==> config.mk <==
export PLATFORM = sky130hd
export DESIGN_NAME = gcid_dest_mapper
export DESIGN_NICKNAME = d
export VERILOG_FILES = /design/src/rtl/gcid_dest_mapper.sv
export SDC_FILE = /design/constraint.sdc
export NUM_CORES = 1
export LEC_CHECK = 0
export BUFFER_PORTS_ARGS = -buffer_cell sky130_fd_sc_hd__buf_2
export CORE_ASPECT_RATIO = 1.25
export CORE_UTILIZATION = 35
export DETAILED_ROUTE_END_ITERATION = 6
export GPL_TIMING_DRIVEN = 0
export PLACE_DENSITY = 0.65
export SETUP_SLACK_MARGIN = 0.02
export SLEW_MARGIN = 25
export SYNTH_ARGS = -nofsm -noshare
export SYNTH_HDL_FRONTEND = slang
export SYNTH_SLANG_ARGS = --single-unit
==> constraint.sdc <==
create_clock -name clk -period 4.18 [get_ports clk]
set_clock_uncertainty 0.05 [all_clocks]
set_input_delay 0.627 -clock clk [delete_from_list [all_inputs] [get_ports clk]]
set_output_delay 0.627 -clock clk [all_outputs]
set_load 0.005 [all_outputs]
==> src/rtl/gcid_dest_mapper.sv <==
// Purpose : map particle records tagged with a 3D global cell ID to their owning node and steer
//           them to a local or remote FWFT FIFO; frame streams with i_last and pulse o_done once drained.
// Latency : 2 cycles from acceptance to o_*_valid (one S1 register stage plus the FIFO write).
// Backpr. : o_ready drops while S1 is blocked by a full target FIFO, and throughout FLUSH/DONE.
//
// Ports:
//   clk, rst_n                        clock, asynchronous active-low reset
//   i_valid/o_ready, i_gcid_x/y/z,    input record handshake, global cell coordinates,
//   i_data, i_last                    payload, end-of-stream marker
//   o_lcl_valid/i_lcl_ready/o_lcl_data                local channel (own force pipeline)
//   o_rmt_valid/i_rmt_ready/o_rmt_data/o_rmt_node     remote channel plus destination node
//   o_done                            one-cycle pulse, stream complete and both FIFOs drained
//   o_err                             sticky, an out-of-range coordinate was seen
//   o_lcl_cnt/o_rmt_cnt               per-stream FIFO write counts
//
// Build option: define GCID_DEST_MAPPER_STATS_EN to enable the saturating per-stream counters;
// without it both count ports are tied to zero.

// Generic first-word-fall-through FIFO; DEPTH must be a power of two (>= 2).
// Latency: written entry is visible at dat the cycle after push.
// Backpressure: a push while full is ignored, so callers must gate push with !full.
module gcid_dest_mapper_fifo #(
    parameter int W     = 8,
    parameter int DEPTH = 4
) (
    input  logic         clk,
    input  logic         rst_n,
    input  logic         push,
    input  logic [W-1:0] push_dat,
    output logic         full,
    input  logic         pop,
    output logic         vld,
    output logic [W-1:0] dat
);
    localparam int AW = $clog2(DEPTH);

    logic [W-1:0]  mem [DEPTH];
    logic [AW-1:0] wr_ptr, rd_ptr;
    logic [AW:0]   count;
    logic          do_push, do_pop;

    // Full is based on current occupancy only: a same-cycle pop does not make room.
    assign full    = (count == (AW+1)'(DEPTH));
    assign vld     = (count != '0);
    assign do_push = push && !full;
    assign do_pop  = pop && vld;
    // Payload is forced to zero when empty so idle outputs never show stale entries.
    assign dat     = vld ? mem[rd_ptr] : '0;

    always_ff @(posedge clk or negedge rst_n) begin
        if (!rst_n) begin
            wr_ptr <= '0;
            rd_ptr <= '0;
            count  <= '0;
        end else begin
            if (do_push) wr_ptr <= wr_ptr + AW'(1);
            if (do_pop)  rd_ptr <= rd_ptr + AW'(1);
            case ({do_push, do_pop})
                2'b10:   count <= count + (AW+1)'(1);
                2'b01:   count <= count - (AW+1)'(1);
                default: count <= count;
            endcase
        end
    end

    always_ff @(posedge clk) begin
        if (do_push) mem[wr_ptr] <= push_dat;
    end
endmodule

module gcid_dest_mapper #(
    parameter int GCID_W        = 3,
    parameter int GDIM_X        = 4,
    parameter int GDIM_Y        = 4,
    parameter int GDIM_Z        = 4,
    parameter int NCELL_X       = 2,
    parameter int NCELL_Y       = 2,
    parameter int NCELL_Z       = 2,
    parameter int NODE_ID_W     = 3,
    parameter int LOCAL_NODE_ID = 0,
    parameter int DATA_W        = 96,
    parameter int FIFO_DEPTH    = 4
) (
    input  logic                 clk,
    input  logic                 rst_n,
    input  logic                 i_valid,
    output logic                 o_ready,
    input  logic [GCID_W-1:0]    i_gcid_x,
    input  logic [GCID_W-1:0]    i_gcid_y,
    input  logic [GCID_W-1:0]    i_gcid_z,
    input  logic [DATA_W-1:0]    i_data,
    input  logic                 i_last,
    output logic                 o_lcl_valid,
    input  logic                 i_lcl_ready,
    output logic [DATA_W-1:0]    o_lcl_data,
    output logic                 o_rmt_valid,
    input  logic                 i_rmt_ready,
    output logic [DATA_W-1:0]    o_rmt_data,
    output logic [NODE_ID_W-1:0] o_rmt_node,
    output logic                 o_done,
    output logic                 o_err,
    output logic [15:0]          o_lcl_cnt,
    output logic [15:0]          o_rmt_cnt
);
    localparam int NX = GDIM_X / NCELL_X;
    localparam int NY = GDIM_Y / NCELL_Y;
    localparam int SX = $clog2(NCELL_X);
    localparam int SY = $clog2(NCELL_Y);
    localparam int SZ = $clog2(NCELL_Z);

    typedef enum logic [1:0] {ST_STREAM, ST_FLUSH, ST_DONE} state_t;

    state_t                 state, state_nxt;
    logic                   run_en;
    int                     node_i;
    logic [NODE_ID_W-1:0]   in_node;
    logic                   in_range;
    logic                   accept;

    logic                   s1_valid, s1_local;
    logic [NODE_ID_W-1:0]   s1_node;
    logic [DATA_W-1:0]      s1_data;
    logic                   tgt_full, s1_adv;

    logic                   lcl_push, lcl_full;
    logic                   rmt_push, rmt_full;
    logic [NODE_ID_W+DATA_W-1:0] rmt_head;

    // Node ID of the incoming record; NCELL_* are powers of two so the divide is a shift.
    always_comb begin
        node_i   = int'(i_gcid_x >> SX) + NX * (int'(i_gcid_y >> SY) + NY * int'(i_gcid_z >> SZ));
        in_node  = NODE_ID_W'(node_i);
        in_range = (int'(i_gcid_x) < GDIM_X) && (int'(i_gcid_y) < GDIM_Y) && (int'(i_gcid_z) < GDIM_Z);
    end

    assign tgt_full = s1_local ? lcl_full : rmt_full;
    assign s1_adv   = s1_valid && !tgt_full;
    // run_en keeps o_ready low while rst_n is asserted, so every output reads 0 in reset.
    assign o_ready  = run_en && (state == ST_STREAM) && (!s1_valid || !tgt_full);
    assign accept   = i_valid && o_ready;
    assign lcl_push = s1_adv && s1_local;
    assign rmt_push = s1_adv && !s1_local;
    assign o_done   = (state == ST_DONE);

    always_ff @(posedge clk or negedge rst_n) begin
        if (!rst_n) begin
            run_en   <= 1'b0;
            o_err    <= 1'b0;
            s1_valid <= 1'b0;
            s1_local <= 1'b0;
            s1_node  <= '0;
            s1_data  <= '0;
            state    <= ST_STREAM;
        end else begin
            run_en <= 1'b1;
            state  <= state_nxt;
            if (accept && !in_range) o_err <= 1'b1;
            // Out-of-range records never enter S1; a new record may replace one that advances.
            if (accept && in_range) begin
                s1_valid <= 1'b1;
                s1_local <= (in_node == NODE_ID_W'(LOCAL_NODE_ID));
                s1_node  <= in_node;
                s1_data  <= i_data;
            end else if (s1_adv) begin
                s1_valid <= 1'b0;
            end
        end
    end

    always_comb begin
        state_nxt = state;
        case (state)
            ST_STREAM: if (accept && i_last) state_nxt = ST_FLUSH;
            ST_FLUSH:  if (!s1_valid && !o_lcl_valid && !o_rmt_valid) state_nxt = ST_DONE;
            ST_DONE:   state_nxt = ST_STREAM;
            default:   state_nxt = ST_STREAM;
        endcase
    end

    gcid_dest_mapper_fifo #(.W(DATA_W), .DEPTH(FIFO_DEPTH)) u_lcl_fifo (
        .clk      (clk),
        .rst_n    (rst_n),
        .push     (lcl_push),
        .push_dat (s1_data),
        .full     (lcl_full),
        .pop      (i_lcl_ready),
        .vld      (o_lcl_valid),
        .dat      (o_lcl_data)
    );

    gcid_dest_mapper_fifo #(.W(NODE_ID_W + DATA_W), .DEPTH(FIFO_DEPTH)) u_rmt_fifo (
        .clk      (clk),
        .rst_n    (rst_n),
        .push     (rmt_push),
        .push_dat ({s1_node, s1_data}),
        .full     (rmt_full),
        .pop      (i_rmt_ready),
        .vld      (o_rmt_valid),
        .dat      (rmt_head)
    );

    assign {o_rmt_node, o_rmt_data} = rmt_head;

`ifdef GCID_DEST_MAPPER_STATS_EN
    logic [15:0] lcl_cnt, rmt_cnt;

    // Counts hold through the o_done cycle and clear on the edge that leaves DONE.
    always_ff @(posedge clk or negedge rst_n) begin
        if (!rst_n) begin
            lcl_cnt <= '0;
            rmt_cnt <= '0;
        end else if (state == ST_DONE) begin
            lcl_cnt <= '0;
            rmt_cnt <= '0;
        end else begin
            if (lcl_push && (lcl_cnt != 16'hFFFF)) lcl_cnt <= lcl_cnt + 16'd1;
            if (rmt_push && (rmt_cnt != 16'hFFFF)) rmt_cnt <= rmt_cnt + 16'd1;
        end
    end

    assign o_lcl_cnt = lcl_cnt;
    assign o_rmt_cnt = rmt_cnt;
`else
    assign o_lcl_cnt = '0;
    assign o_rmt_cnt = '0;
`endif
endmodule

==> results.tsv, run 1 <==
stage	metric	value	unit
drt	Avg WL per Cell	24.71	µm
sta	final hold vios	0	
setup_path	CP max-delay cell	clkbuf_1	
clock_network	Worst-Skew Late Latency	660	ps
sta	Slew Viols, Final	0	
min_path	hold crit path type	in2reg	
floorplanning	Die Area	0.1010	mm²
logic_synthesis	synth cell count leaders	edfxtp_1 (780), and2_1 (205), mux4_2 (195), dfrtp_1 (119), mux2_4 (100)	
setup_path	CP cell instances	buf_2, buf_2, clkbuf_1, mux4_2, and2_1, buf_2	
sta	hold slack final	144.9	ps
setup_path	critical path arrival	3130	ps
floorplanning	initial core utilization	0.3528	
sta	fmax	262.7	MHz
floorplanning	DIE HEIGHT	355.1	µm
drt	DRT antenna net count	0	
sta	unrepaired setup endpoints after global routing	false	
drt	number of remaining DRC errors	0	
status	status	finished clean	
logic_synthesis	top cell type's share of synthesized area	0.6710	
run	max cap viols	0	
logic_synthesis	ranking of synthesized cells by area	edfxtp_1 (67%), mux4_2 (13%), dfrtp_1 (8.5%), mux2_4 (4.3%), and2_1 (3.7%)	
setup_path	CP endpoint kind	output port	
drt	via count of the routed design	16660	
clock_network	clk slew on worst S/H paths	60	ps
setup_path	CP Max Fanout	10	
global_routing	GRT Resource Usage Total	0.1678	
placement	GPL Wtd Cong	0.7209	
global_routing	antenna violations before repair	4	
logic_synthesis	syn avg cell area	22.04	µm²
drt	initial DRC count	1340	
logic_synthesis	Top FF cell, synth	edfxtp_1	
global_routing	GR Overflow Total	0	
setup_path	CP Depth	6	
sta	relative slew slack	0.3418	
power	Tot Pwr	27.46	mW
power	Max rail drop VDD	349.6	µV
floorplanning	Die X	284.5	µm
setup_path	family with the most delay on the worst path	buffers and inverters	
setup_path	cell mode on critical path	buf_2	
sta	fin crit period	3807	ps
power	Power Density	657.6	mW/mm²
drt	vias per inst	4.863	
logic_synthesis	count leader, synth	edfxtp_1	
placement	port bufs	307	
global_routing	largest net degree at the start of global routing	65	
clock_network	total CTS buffers	90	
placement	DP Wirelength	55840	µm
setup_path	worst r2r path cells	4	
min_path	worst hold stages	2	
sta	final cycle utilization of the critical path	0.9108	
clock_network	clock tree from TritonCTS	built	
setup_path	CP Buf/Inv Count	4	
global_routing	first-pass GRT wire length	121900	µm
floorplanning	Core Area	0.09894	mm²
logic_synthesis	EDFF count, synth	780	
logic_synthesis	cell taking the most area after synthesis	edfxtp_1	
finish	layout cells sized above 1	0.4004	
setup_path	max incr delay on CP	750	ps
logic_synthesis	ys async rst share	0.1324	
drt	final WL	84640	µm
floorplanning	io pins	343	
sta	Worst-Margin Slew	980.6	ps
clock_network	htree depth	3	
sta	# setup viols final	0	
placement	Inst Count DP	3253	
logic_synthesis	Synth Instances	1584	
global_routing	number of global-route vias before repair	17820	
floorplanning	row cnt	129	
finish	synthesis-to-layout area growth	19.66	%
power	Lkg Pwr	14.86	nW
setup_path	critical path type	reg2out	
finish	Non-Filler Instances	3426	
finish	post-layout net count	2159	
setup_path	startpoint types	flop	
logic_synthesis	Mapped Area	0.03490	mm²
clock_network	clk buf depth	3	
setup_path	Worst EP required	3500	ps
logic_synthesis	Seq cells post-synth	899	
logic_synthesis	register area share after synthesis	0.7564	
clock_network	CTS root buffer	clkbuf_16	
clock_network	Sink Count	899	
logic_synthesis	YS warnings	0	
drt	DR pass1 iterations	4	
logic_synthesis	Synth cell types	36	
## final cells by class
class                      instances  area [µm²]
sequential                       899       26400
antenna                            3       7.507
fill                            8573       57170
multi-input combinational        592        7834
timing repair buffer             329        2044
inverter                          15       56.30
buffer                           108       752.0
clock buffer                     120        2446
clock inverter                    50       588.1
tap                             1310        1639
## cells in the final DEF, fill, tap and decap left out, types with 2 or more instances in the layout
cell	Yosys	routed
conb_1	2	33
inv_1	15	15
buf_2	23	329
nor3_1	3	3
clkinv_16	0	3
mux4_2	195	195
nand2_1	7	7
o21ai_0	3	3
diode_2	0	3
clkbuf_1	34	53
fa_1	2	2
clkbuf_16	0	91
buf_4	34	34
and2_1	205	197
ha_1	11	11
mux2_4	100	100
xnor2_1	8	8
inv_6	0	4
edfxtp_1	780	780
clkinv_1	0	10
dfrtp_1	119	119
nor2_1	3	3
buf_12	11	23
buf_1	6	6
clkbuf_8	0	6
xor2_1	6	6
clkinv_2	0	16
clkinvlp_4	0	4
clkbuf_2	0	3
bufinv_16	0	9
buf_16	0	9
clkinv_4	0	2
and2_4	0	8
## state kept, by name, summed over array words and instances (netlist names)
name	cells
u_lcl_fifo.mem	384
u_rmt_fifo.mem	396
state	2
u_lcl_fifo.wr_ptr	2
s1_valid	1
u_rmt_fifo.wr_ptr	2
u_lcl_fifo.count	3
u_rmt_fifo.rd_ptr	2
s1_node	3
u_rmt_fifo.count	3
o_err	1
s1_local	1
run_en	1
u_lcl_fifo.rd_ptr	2
s1_data	96
## worst reg2reg max path: cells and delay by family, from the launching register on
| kind | cells | cell delay, ps |
|---|---|---|
| AOI/OAI and AO/OA | 1 | 850 |
| and+or+nand+nor | 1 | 640 |
| buffers and inverters | 2 | 410 |
| DFF | 1 | 390 |
## timing repair
item	4_1_cts	5_1_grt
setup endpoints to repair	10	5
gates cloned	0	0
setup buffers	0	0
gates resized for setup	0	1
endpoints found under the hold margin	63	0
hold buffers	1	0
## path summary, 6_finish.rpt
kind | startpoint | end | slack [ps]
max in group asynchronous | rst_n | u_rmt_fifo.rd_ptr[1] | 2690
min in group asynchronous | rst_n | s1_data[89] | 470
worst min-delay path | i_data[3] | s1_data[3] | 140
worst min register to register | o_err | o_err | 450
worst max register to register | u_rmt_fifo.count[1] | u_rmt_fifo.mem[2][59] | 1430
worst max-delay path | u_lcl_fifo.rd_ptr[1] | o_lcl_data[58] | 370
## routing by layer
metal,up-vias,GRT usage,wire length (µm)
li1,7146,-,-
met1,8893,0.2138,34650
met2,504,0.2920,43620
met3,112,0.02801,4366
met4,4,0.05247,1988
met5,-,0,21
## report_power, final
group | switching [mW] | internal (mW) | leakage (nW) | total [mW]
sequential | 0.887 | 11.0 | 8.71 | 11.9
clock | 3.48 | 4.73 | 1.47 | 8.21
combinational | 3.66 | 3.74 | 4.68 | 7.40
## cell families (layout without fill, tap and decap cells)
family	count (synthesis)	after routing	synth area share
AND/OR/NAND/NOR	228	228	0.04097
XOR/XNOR	14	14	0.003513
AO/OA/AOI/OAI	8	8	0.001577
buffers and inverters	124	622	0.02316
flip-flops	899	899	0.7564
multiplexers	296	296	0.1691
other	2	36	0.0002152
adder cells (fa/ha/maj)	13	13	0.005090
## per-stage QoR
step / setup WS (ps) / TNS [ps] / utilization / area (µm²)
after floorplan: 238.4 / 0 / - / 35020
after global placement: -2095 / -1595810 / 0.3861 / 38200
after global routing: 189.0 / 0 / 0.4221 / 41760
final: 372.9 / 0 / 0.4221 / 41770
after detailed placement: 570.0 / 0 / 0.3913 / 38720
after CTS: 45.00 / 0 / 0.4221 / 41760
No activity file was read; power rests on OpenSTA's default activity.
==> run 2: changes to the inputs <==
--- a/config.mk
+++ b/config.mk
@@ -7,6 +7,7 @@
 export LEC_CHECK = 0
 export BUFFER_PORTS_ARGS = -buffer_cell sky130_fd_sc_hd__buf_2
 export CORE_ASPECT_RATIO = 1.25
+export CORE_MARGIN = 2
 export CORE_UTILIZATION = 35
 export DETAILED_ROUTE_END_ITERATION = 6
 export GPL_TIMING_DRIVEN = 0
==> run 2 against run 1 <==
Compared with the run above: first-iteration DRC count is 7.2% lower; critical path type unchanged; via count shrank 0.66%; core utilization up 0.10 points.
==> results.tsv, run 2 (synthesis gave the netlist of run 1 again) <==
stage	metric	value	unit	change
placement	GPL Wtd Cong	0.7089		was 0.7209
power	sw frac	0.2907		was 0.2923
floorplanning	Die X	286.5	µm	was 284.5 µm
finish	most frequent cells in the layout	edfxtp_1 (780), buf_2 (329), and2_1 (197)		unchanged
drt	Avg WL per Cell	24.74	µm	was 24.71 µm
min_path	hold crit path type	in2reg		unchanged
global_routing	GRT Resource Usage Total	0.1660		was 0.1678
clock_network	htree depth	3		unchanged
global_routing	met3 GRT Util	0.02844		was 0.02801
power	Power Density	657.7	mW/mm²	was 657.6 mW/mm²
floorplanning	DIE HEIGHT	357.1	µm	was 355.1 µm
global_routing	antenna violations before repair	6		was 4
setup_path	Worst R2R Setup Slack	1340	ps	was 1430 ps
power	combinational share of power	0.270		was 0.269
sta	# setup viols final	0		unchanged
setup_path	Worst EP required	3500	ps	about the same
power	Max rail drop VDD	417.0	µV	was 349.6 µV
sta	fmax	258.4	MHz	was 262.7 MHz
floorplanning	initial core utilization	0.3528		unchanged
finish	layout cells sized above 1	0.4017		was 0.4004
drt	final WL	84880	µm	was 84640 µm
setup_path	worst r2r path cells	4		unchanged
placement	DP Wirelength	56340	µm	was 55840 µm
floorplanning	Core Area	0.09894	mm²	unchanged
setup_path	CP max-delay cell	or3_1		was clkbuf_1
sta	Slew Viols, Final	0		unchanged
power	Reg power frac	0.430		was 0.432
finish	Fillers	8616		was 8573
global_routing	largest net degree at the start of global routing	68		was 65
global_routing	number of global-route vias before repair	17570		was 17.82k
clock_network	postcts setup bufs	0		unchanged
power	Clk network pwr share	0.300		was 0.299
setup_path	CP cell instances	or3_1, clkbuf_1, clkbuf_1, and2_1, buf_2		was buf_2, buf_2, clkbuf_1, mux4_2, and2_1, buf_2
finish	Largest register FFs	396		unchanged
min_path	worst hold endpoint	s1_data[19]		was s1_data[3]
floorplanning	Die Area	0.1023	mm²	was 0.1010 mm²
drt	via count of the routed design	16550		was 16.66k
clock_network	clk buf depth	3		unchanged
power	Lkg Pwr	14.91	nW	was 14.86 nW
placement	Inst Count DP	3253		unchanged
setup_path	critical path arrival	3190	ps	was 3130 ps
setup_path	reg2reg end	u_rmt_fifo.mem[3][32]		was u_rmt_fifo.mem[2][59]
setup_path	critical path type	reg2out		unchanged
clock_network	clk slew on worst S/H paths	60	ps	about the same
power	Power Internal	19.53	mW	was 19.44 mW
placement	port bufs	307		unchanged
drt	number of remaining DRC errors	0		unchanged
sta	relative slew slack	0.3179		was 0.3418
setup_path	CP Buf/Inv Count	3		was 4
finish	Design Area, Final	0.04187	mm²	was 0.04177 mm²
clock_network	post_cts resized	0		unchanged
finish	synthesis-to-layout area growth	19.95	%	was 19.66%
sta	final cycle utilization of the critical path	0.9257		was 0.9108
clock_network	CTS root buffer	clkbuf_16		unchanged
clock_network	Sink Count	899		unchanged
global_routing	GR Overflow Total	0		unchanged
drt	vias per inst	4.823		was 4.863
setup_path	max incr delay on CP	590	ps	was 750 ps
floorplanning	io pins	343		unchanged
drt	DRT antenna net count	0		unchanged
setup_path	CP Max Fanout	10		unchanged
clock_network	Worst-Skew Late Latency	660	ps	about the same
global_routing	met1 GRT Util	0.2099		was 0.2138
finish	most common cell after layout, fill and taps aside	edfxtp_1		unchanged
sta	unrepaired setup endpoints after global routing	false		unchanged
global_routing	GRT busiest layer	met2		unchanged
sta	final hold vios	0		unchanged
finish	Reg with most FFs	u_rmt_fifo.mem		unchanged
min_path	worst hold stages	2		unchanged
sta	fin crit period	3870	ps	was 3807 ps
finish	Non-Filler Instances	3431		was 3426
setup_path	startpoint types	flop		unchanged
drt	initial DRC count	1244		was 1340
global_routing	first-pass GRT wire length	121700	µm	was 121900 µm
setup_path	CP endpoint kind	output port		unchanged
min_path	Worst Hold Launch	i_data[19]		was i_data[3]
global_routing	GR Layer Usage met2	0.2915		was 0.2920
setup_path	CP Depth	5		was 6
finish	post-layout net count	2161		was 2159
clock_network	clock tree from TritonCTS	built		unchanged
power	Sw Pwr	8.003	mW	was 8.027 mW
setup_path	cell mode on critical path	clkbuf_1		was buf_2
sta	hold slack final	147.9	ps	was 144.9 ps
floorplanning	row cnt	129		unchanged
finish	top flop regs	u_rmt_fifo.mem x396, u_lcl_fifo.mem x384, s1_data x96		unchanged
sta	Worst-Margin Slew	1016	ps	was 980.6 ps
drt	DR pass1 iterations	7		was 4
setup_path	reg2reg start	u_rmt_fifo.count[1]		unchanged
run	max cap viols	0		unchanged
setup_path	family with the most delay on the worst path	buffers and inverters		unchanged
placement	Post-DP Area	0.03876	mm²	was 0.03872 mm²
clock_network	total CTS buffers	92		was 90
status	status	finished clean		unchanged
-- run 2: how the worst max path moves through the flow --
stage / from / to / slack (ps)
after floorplan: u_rmt_fifo.count[1] / u_rmt_fifo.mem[0][0] / 240
after global placement: u_rmt_fifo.count[1] / u_rmt_fifo.mem[2][64] / -2280
after detailed placement: u_lcl_fifo.count[1] / o_lcl_data[84] / 680
after CTS: u_lcl_fifo.rd_ptr[1] / o_lcl_data[57] / 100
after global routing: u_lcl_fifo.count[2] / o_lcl_data[84] / 120
final: u_lcl_fifo.count[1] / o_lcl_data[80] / 310
-- run 2: per-layer routing --
layer,wire length [µm],share of wire
met5,34,0.00040
met4,1737,0.020
met3,3978,0.047
met2,44330,0.52
met1,34800,0.41
-- run 2: repair_timing --
| item | in CTS | in global routing |
|---|---|---|
| hold buffers | 1 | 0 |
| endpoints found under the setup margin | 9 | 0 |
| hold endpoints to repair | 52 | 0 |
-- run 2: area by class of cell --
cell class | count | area [µm²] | area share
flip-flops and latches | 899 | 26400 | 0.6306
multi-input cells | 592 | 7833 | 0.1871
clock buffers | 121 | 2522 | 0.06025
repair buffers | 329 | 2090 | 0.04991
well taps | 1310 | 1639 | 0.03915
plain buffers | 108 | 750.7 | 0.01793
clock inverters | 52 | 564.3 | 0.01348
inverters | 15 | 56.30 | 0.001345
diodes | 5 | 12.51 | 0.0002988
-- run 2: power groups by stage --
stage | registers, mW | clock network, mW | logic (mW)
final | 11.9 | 8.26 | 7.42
after global routing | 12.0 | 8.79 | 8.05
after CTS | 11.9 | 8.45 | 7.72
after detailed placement | 12.0 | 0 | 7.67
after global placement | 11.9 | 0 | 7.56
after floorplan | 11.7 | 0 | 4.47
-- run 2: metrics by stage --
step	util	power, mW	setup TNS (ps)	setup slack (ps)
detailed placement	0.3918	19.71	0	680.6
global placement	0.3861	19.48	-1673300	-2280
finish	0.4232	27.53	0	310.5
global route	0.4231	28.82	0	122.2
CTS	0.4230	28.02	0	95.69
floorplan	-	16.14	0	238.4
